--- src/rtl/imem_loader_pkg.sv ---
// imem_loader_pkg: shared definitions for the instruction-memory loader.
//   DEF_ADDR_W / DEF_DATA_W : default address / word widths
//   MAX_WORDS               : largest legal load length at the default width
//   loadState_t             : loader FSM state encoding
package imem_loader_pkg;

    localparam int DEF_ADDR_W = 10;
    localparam int DEF_DATA_W = 16;
    localparam int MAX_WORDS  = 1 << DEF_ADDR_W;

    typedef enum logic [2:0] {
        IDLE,
        HI,
        LO,
        WRITE,
        CHK,
        DONE,
        ERR
    } loadState_t;

endpackage

--- src/rtl/imem_loader_if.sv ---
// imem_loader_if: control, byte-stream and memory-write signals of the loader.
//   slave  : loader side (takes start/length/bytes, drives ready/write/status)
//   master : host side (drives start/length/bytes, observes ready/write/status)
interface imem_loader_if
    import imem_loader_pkg::*;
#(
    parameter int ADDR_W = DEF_ADDR_W,
    parameter int DATA_W = DEF_DATA_W
) ();

    logic              iStart;
    logic [ADDR_W:0]   iLength;
    logic [7:0]        iByte;
    logic              iByteValid;
    logic              oByteReady;
    logic              oWrEnable;
    logic [ADDR_W-1:0] oWrAddr;
    logic [DATA_W-1:0] oWrData;
    logic              oCpuReset;
    logic              oDone;
    logic              oError;

    modport slave (
        input  iStart, iLength, iByte, iByteValid,
        output oByteReady, oWrEnable, oWrAddr, oWrData, oCpuReset, oDone, oError
    );

    modport master (
        output iStart, iLength, iByte, iByteValid,
        input  oByteReady, oWrEnable, oWrAddr, oWrData, oCpuReset, oDone, oError
    );

endinterface

--- src/rtl/imem_loader_chk.sv ---
// loader_chk: 8-bit running XOR checksum of the program bytes.
//   clk, rst : clock, async active-high reset
//   clr      : zero the accumulator (wins over en)
//   en       : XOR din into the accumulator
//   acc      : current checksum
module loader_chk (
    input  logic       clk,
    input  logic       rst,
    input  logic       clr,
    input  logic       en,
    input  logic [7:0] din,
    output logic [7:0] acc
);

    always_ff @(posedge clk or posedge rst) begin
        if (rst) begin
            acc <= '0;
        end else if (clr) begin
            acc <= '0;
        end else if (en) begin
            acc <= acc ^ din;
        end
    end

endmodule

--- src/rtl/imem_loader.sv ---
// imem_loader: receives a program as a big-endian byte stream, writes it into
// instruction memory one word per three cycles, then verifies a trailing XOR
// checksum byte. The processor is held in reset until a load ends in DONE.
//   clk, Reset : clock, async active-high reset
//   bus        : imem_loader_if.slave (start/length, byte stream, write port,
//                cpu reset and done/error status; all outputs registered)
module imem_loader
    import imem_loader_pkg::*;
#(
    parameter int ADDR_W = DEF_ADDR_W,
    parameter int DATA_W = DEF_DATA_W
) (
    input  logic         clk,
    input  logic         Reset,
    imem_loader_if.slave bus
);

    // 2^ADDR_W in ADDR_W+1 bits: the largest legal length
    localparam logic [ADDR_W:0] maxWords = {1'b1, {ADDR_W{1'b0}}};

    loadState_t      state, stateNext;
    logic [ADDR_W:0] wordCnt, wordCntNext;
    logic [ADDR_W:0] lenReg, lenRegNext;
    logic [ADDR_W:0] cntInc;
    logic [7:0]      hiByte, hiByteNext;
    logic [7:0]      acc;
    logic            accClr, accEn;
    logic            byteTake;
    logic            lenOk;

    // oByteReady is a registered decode of state, so it equals "state in HI/LO/CHK"
    assign byteTake = bus.iByteValid & bus.oByteReady;
    assign cntInc   = wordCnt + 1'b1;
    assign lenOk    = (bus.iLength != '0) && (bus.iLength <= maxWords);

    loader_chk uChk (
        .clk (clk),
        .rst (Reset),
        .clr (accClr),
        .en  (accEn),
        .din (bus.iByte),
        .acc (acc)
    );

    always_ff @(posedge clk or posedge Reset) begin
        if (Reset) begin
            state <= IDLE;
        end else begin
            state <= stateNext;
        end
    end

    always_comb begin
        stateNext   = state;
        wordCntNext = wordCnt;
        lenRegNext  = lenReg;
        hiByteNext  = hiByte;
        accClr      = 1'b0;
        accEn       = 1'b0;
        case (state)
            IDLE, DONE, ERR: begin
                if (bus.iStart) begin
                    if (lenOk) begin
                        stateNext   = HI;
                        wordCntNext = '0;
                        lenRegNext  = bus.iLength;
                        accClr      = 1'b1;
                    end else begin
                        stateNext = ERR;
                    end
                end
            end
            HI: begin
                if (byteTake) begin
                    hiByteNext = bus.iByte;
                    accEn      = 1'b1;
                    stateNext  = LO;
                end
            end
            LO: begin
                if (byteTake) begin
                    accEn     = 1'b1;
                    stateNext = WRITE;
                end
            end
            WRITE: begin
                // counter is one bit wider than the address so a full
                // 2^ADDR_W load compares equal instead of wrapping to zero
                wordCntNext = cntInc;
                stateNext   = (cntInc == lenReg) ? CHK : HI;
            end
            CHK: begin
                if (byteTake) begin
                    stateNext = (bus.iByte == acc) ? DONE : ERR;
                end
            end
            default: stateNext = IDLE;
        endcase
    end

    // Outputs are flopped from the next-state decode so they line up with state.
    always_ff @(posedge clk or posedge Reset) begin
        if (Reset) begin
            wordCnt        <= '0;
            lenReg         <= '0;
            hiByte         <= '0;
            bus.oByteReady <= 1'b0;
            bus.oWrEnable  <= 1'b0;
            bus.oWrAddr    <= '0;
            bus.oWrData    <= '0;
            bus.oCpuReset  <= 1'b1;
            bus.oDone      <= 1'b0;
            bus.oError     <= 1'b0;
        end else begin
            wordCnt        <= wordCntNext;
            lenReg         <= lenRegNext;
            hiByte         <= hiByteNext;
            bus.oByteReady <= (stateNext == HI) || (stateNext == LO) || (stateNext == CHK);
            bus.oWrEnable  <= (stateNext == WRITE);
            if (state == LO && byteTake) begin
                bus.oWrAddr <= wordCnt[ADDR_W-1:0];
                bus.oWrData <= DATA_W'({hiByte, bus.iByte});
            end
            bus.oCpuReset  <= (stateNext != DONE);
            bus.oDone      <= (stateNext == DONE);
            bus.oError     <= (stateNext == ERR);
        end
    end

endmodule

--- src/flat_wrapper.sv ---
// flat-port wrapper written by rule: the top's interface ports become plain ports
module imem_loader_flat import imem_loader_pkg::*;
#(
    parameter int ADDR_W = DEF_ADDR_W,
    parameter int DATA_W = DEF_DATA_W
)
  (clk, Reset, bus_iStart, bus_iLength, bus_iByte, bus_iByteValid, bus_oByteReady, bus_oWrEnable, bus_oWrAddr, bus_oWrData, bus_oCpuReset, bus_oDone, bus_oError);
  imem_loader_if #(.ADDR_W(ADDR_W), .DATA_W(DATA_W)) bus_i ();
  input  logic clk;
  input  logic Reset;
  input wire logic [$bits(bus_i.iStart)-1:0] bus_iStart;
  input wire logic [$bits(bus_i.iLength)-1:0] bus_iLength;
  input wire logic [$bits(bus_i.iByte)-1:0] bus_iByte;
  input wire logic [$bits(bus_i.iByteValid)-1:0] bus_iByteValid;
  output wire logic [$bits(bus_i.oByteReady)-1:0] bus_oByteReady;
  output wire logic [$bits(bus_i.oWrEnable)-1:0] bus_oWrEnable;
  output wire logic [$bits(bus_i.oWrAddr)-1:0] bus_oWrAddr;
  output wire logic [$bits(bus_i.oWrData)-1:0] bus_oWrData;
  output wire logic [$bits(bus_i.oCpuReset)-1:0] bus_oCpuReset;
  output wire logic [$bits(bus_i.oDone)-1:0] bus_oDone;
  output wire logic [$bits(bus_i.oError)-1:0] bus_oError;
  assign bus_i.iStart = bus_iStart;
  assign bus_i.iLength = bus_iLength;
  assign bus_i.iByte = bus_iByte;
  assign bus_i.iByteValid = bus_iByteValid;
  assign bus_oByteReady = bus_i.oByteReady;
  assign bus_oWrEnable = bus_i.oWrEnable;
  assign bus_oWrAddr = bus_i.oWrAddr;
  assign bus_oWrData = bus_i.oWrData;
  assign bus_oCpuReset = bus_i.oCpuReset;
  assign bus_oDone = bus_i.oDone;
  assign bus_oError = bus_i.oError;
  imem_loader #(.ADDR_W(ADDR_W), .DATA_W(DATA_W)) u_core (.clk(clk), .Reset(Reset), .bus(bus_i));
endmodule
--- config.mk ---
export PLATFORM = sky130hd
export DESIGN_NAME = imem_loader_flat
export DESIGN_NICKNAME = d
export VERILOG_FILES = /design/src/rtl/imem_loader_pkg.sv /design/src/rtl/imem_loader_if.sv /design/src/rtl/imem_loader_chk.sv /design/src/rtl/imem_loader.sv /design/src/flat_wrapper.sv
export SDC_FILE = /design/constraint.sdc
export NUM_CORES = 1
export LEC_CHECK = 0
export ABC_AREA = 0
export CORE_MARGIN = 1.5
export CORE_UTILIZATION = 45
export CTS_CLUSTER_SIZE = 24
export DETAILED_ROUTE_END_ITERATION = 6
export GPL_TIMING_DRIVEN = 0
export MAX_ROUTING_LAYER = met4
export PLACE_DENSITY = 0.69
export SLEW_MARGIN = 20
export SYNTH_ARGS = -nofsm -noshare
export SYNTH_HDL_FRONTEND = slang
export SYNTH_SLANG_ARGS = --single-unit
export TNS_END_PERCENT = 5
--- constraint.sdc ---
create_clock -name clk -period 4.4 [get_ports clk]
set_clock_uncertainty 0.15 [all_clocks]
set_input_delay 0.88 -clock clk [delete_from_list [all_inputs] [get_ports clk]]
set_output_delay 0.88 -clock clk [all_outputs]
set_load 0.02 [all_outputs]
==> impl_summary.md <==
Outcome
The flow ran to the end, and the final reports show no timing, DRC or antenna violations.

Detailed routing
In this run, the number of DRC markers left after iteration 0 of detailed routing was around 160. The number of DRC violations after detailed routing is 0. The number of routed nets with antenna violations is 0. The total detailed-routing wirelength is 7309 um.

The via-per-instance ratio is 5.148. The per-cell routed wire length is around 15 um. The routed layout has around 2,600 vias. The first TritonRoute pass finished after 4 iterations.

Clock tree
The total CTS buffers is 9. The clock latency on the worst-skew pair is ~360 ps. Gates resized during post-CTS repair numbered 0.

Buffers inserted to repair hold after CTS numbered 0. The clock passes through at most 2 buffers. The clock-pin slew on the worst setup and hold paths is about 80 ps. TritonCTS built the clock tree. CTS built an H-tree with a depth of 3. CTS saw slightly above 70 sinks. Buffers added to address setup during post-CTS repair amount to 0. In this run the clock root is driven by a sky130_fd_sc_hd__clkbuf_8.

Worst setup path
The kind of critical path is primary input to flip-flop. The endpoint kind of the worst setup timing path is a flip-flop. The required time at the worst-slack endpoint is between 4000 and 5000 ps.

The worst setup path is launched from a primary input. The data arrival time of the critical path is 3390 ps. On the critical path, the stage with the largest delay is an instance of sky130_fd_sc_hd__nor2_1. In this run the worst path has a maximum fanout of 10. The signal on the critical path passes through clkdlybuf4s50_1 -> nand2_1 -> or2_2 -> clkbuf_1 -> nor2_1 -> buf_2 -> mux2_2. The biggest cell delay along the critical path is 730 ps.

Logic synthesis
After synthesis, the share of flip-flops with an asynchronous set or reset is 1.000. The cell area after technology mapping is 3503 sq um. After synthesis, the netlist uses 50 different library cells. Synthesis produced a netlist with a net count of approximately 360. By area the synthesized netlist is led by sky130_fd_sc_hd__dfrtp_1, sky130_fd_sc_hd__mux2_2, sky130_fd_sc_hd__nand2_1. The number of flops mapped to enable cells by yosys is 0. The area share of the largest cell type after synthesis is 0.5071. The biggest area contributor in the post-synthesis netlist is sky130_fd_sc_hd__dfrtp_1. Synthesis inferred between 70 and 80 register bits. The synthesis warning total is 0.

The main flop type after synthesis is sky130_fd_sc_hd__dfrtp_1. The cell count after synthesis is about 330. The most repeated cell in the gate-level netlist after synthesis is sky130_fd_sc_hd__dfrtp_1.

The sequential-to-total area share from yosys stat is 0.5146. Sorting the synthesized cells by how often they occur yields sky130_fd_sc_hd__dfrtp_1, sky130_fd_sc_hd__nand2_1, sky130_fd_sc_hd__mux2_2, sky130_fd_sc_hd__nor2_1, sky130_fd_sc_hd__o21ai_0. A synthesized cell averages approximately 11 sq um.

Timing
The worst slack on hold paths is between 300 and 400 ps. Setup violations remaining at the end of the flow were counted as 0. The worst-case headroom to the max-slew limit is 0.3787. The transition time at the pin with the least slew margin is a little over 900 ps. The setup TNS is 0 ps. The total count of max-transition violations in the final report was 0.

Static timing analysis puts the maximum clock frequency at between 300 and 400 MHz. The part of the cycle the worst path needs is 0.7505. The final hold violation count is 0. Setup repair after global routing left no endpoint under its margin.

The minimum clock period is about 3300 ps.

Finish
Fill cells in the final layout number approximately 630. The layout cell share with drive strength beyond 1 is 0.1845. The antenna diode count is 0. Excluding fillers, the count of instances in the completed layout stands at 500.

In the final design database the tool counted 420 nets. The area occupied by multi-input gates is around 1600 sq um. Registers take 1803 sq um. The area growth from synthesis to layout is 24.64%.

Place
The detailed placer's ending HPWL is between 5000 and 6000 um. At the end of routability-driven placement, the weighted congestion stood at around 0.81. The cell total after placement is 484. During placement, the flow inserted port buffers numbering 53.

Floorplanning
The area of the core is between 7000 and 8000 sq um. The chip width is 91.24 um. The starting density of the core is 0.4729. The vertical die dimension is roughly 90 um. 54 I/O pins were placed. The full die area is between 8000 and 9000 sq um. The number of cell rows is 31.

Power
Summed over all cells, the static leakage comes to about 0.0019 uW. The largest voltage drop on the vdd net is ~360 uV. The power density over the cells is approximately 620 nW/um^2.

Global routing
The maximum number of pins on one net before global-route repair is 51. The number of global-route vias before repair came to roughly 2,600. The first global-routing pass estimated approximately 12,000 um of wire. Across every metal layer, demand over resource in global routing totals 0.1983. The initial antenna violation count is 0. The global-route congestion overflow total is 0.

Min path
The worst hold path belongs to the class flip-flop to flip-flop.

Flow run
Across the run, the number of max-cap violations was 0.
==> cells by family (layout without fill, tap and decap cells) <==
| family | count (synthesis) | in the layout | synth area share |
|---|---|---|---|
| flops | 72 | 72 | 0.5146 |
| xor+xnor | 29 | 29 | 0.07250 |
| compound gates | 50 | 50 | 0.09536 |
| mux | 35 | 35 | 0.1125 |
| fa+ha+maj | 1 | 1 | 0.003571 |
| simple gates | 123 | 123 | 0.1746 |
| buf+inv | 21 | 91 | 0.02679 |
==> final cells by class <==
class / count / area share
timing repair buffer: 54 / 0.1278
buffer: 15 / 0.01633
multi-input combinational: 238 / 0.3679
tap: 99 / 0.02837
clock buffer: 9 / 0.02837
clock inverter: 7 / 0.01261
sequential: 72 / 0.4129
inverter: 6 / 0.005731
==> worst max-delay path, delay by kind of cell <==
family / cells / cell delay, ps
buffers and inverters: 3 / 1020
AND/OR/NAND/NOR: 3 / 1120
multiplexers: 1 / 370
==> state kept, by name (all words and copies together) (netlist names) <==
signal,cells
u_core.bus.oWrAddr,10
u_core.wordCnt,11
u_core.bus.oWrEnable,1
u_core.bus.oError,1
u_core.bus.oCpuReset,1
u_core.lenReg,11
u_core.bus.oWrData,16
u_core.hiByte,8
u_core.bus.oDone,1
u_core.state,3
u_core.uChk.acc,8
u_core.bus.oByteReady,1
==> report_power, final <==
part           internal (uW)  switching [uW]
Combinational            566             593
Clock                    209             271
Sequential               918             167
Total                   1690            1030
==> cell usage in the layout (no fill, tap or decap), types with 3 or more instances in the layout <==
master                             n
sky130_fd_sc_hd__dfrtp_1          71
sky130_fd_sc_hd__nand2_1          58
sky130_fd_sc_hd__clkdlybuf4s50_1  53
sky130_fd_sc_hd__mux2_2           35
sky130_fd_sc_hd__nor2_1           23
sky130_fd_sc_hd__o21ai_0          22
sky130_fd_sc_hd__xor2_1           21
sky130_fd_sc_hd__clkbuf_8          9
sky130_fd_sc_hd__xnor2_1           8
sky130_fd_sc_hd__clkbuf_1          7
sky130_fd_sc_hd__a21oi_1           6
sky130_fd_sc_hd__inv_1             5
sky130_fd_sc_hd__nand3_1           5
sky130_fd_sc_hd__and2_1            5
sky130_fd_sc_hd__nand2b_1          4
sky130_fd_sc_hd__buf_2             4
sky130_fd_sc_hd__nand4_1           3
sky130_fd_sc_hd__and4_1            3
sky130_fd_sc_hd__and3_1            3
sky130_fd_sc_hd__a31oi_1           3
==> path summary, 6_finish.rpt <==
check | start | end | slack, ps | cells past startpoint
max | bus_iByteValid | u_core.bus.oWrAddr[3]$_DFFE_PP0P_ | 1100 | 7
min | u_core.lenReg[5]$_DFFE_PP0P_ | u_core.lenReg[5]$_DFFE_PP0P_ | 350 | 2
max reg2reg | u_core.wordCnt[0]$_DFFE_PP0P_ | u_core.bus.oByteReady$_DFF_PP0_ | 1660 | 7
min reg2reg | u_core.lenReg[5]$_DFFE_PP0P_ | u_core.lenReg[5]$_DFFE_PP0P_ | 350 | 2
max in group asynchronous | Reset | u_core.bus.oCpuReset$_DFF_PP1_ | 2840 | 3
min in group asynchronous | Reset | u_core.bus.oWrAddr[0]$_DFFE_PP0P_ | 680 | 2
==> metal layers <==
| layer | share of wire | routed length [um] | GRT usage | vias up |
|---|---|---|---|---|
| li1 | - | - | - | 1266 |
| met1 | 0.45 | 3295 | 0.2378 | 1235 |
| met2 | 0.48 | 3482 | 0.3116 | 62 |
| met3 | 0.061 | 444 | 0.07203 | 11 |
| met4 | 0.012 | 87 | 0.06250 | 0 |
| met5 | 0 | 0 | - | - |
==> through the flow <==
step / total power [uW] / setup WS [ps] / instance area [sq um] / util
2_1_floorplan: 1847 / 1547 / 3503 / -
3_3_place_gp: 2223 / 318.0 / 4158 / 0.5612
3_5_place_dp: 2262 / 713.4 / 4188 / 0.5653
4_1_cts: 2755 / 1095 / 4367 / 0.5894
5_1_grt: 2925 / 971.5 / 4367 / 0.5894
6_report: 2725 / 1098 / 4367 / 0.5894
(Power assumes the default switching activity.)
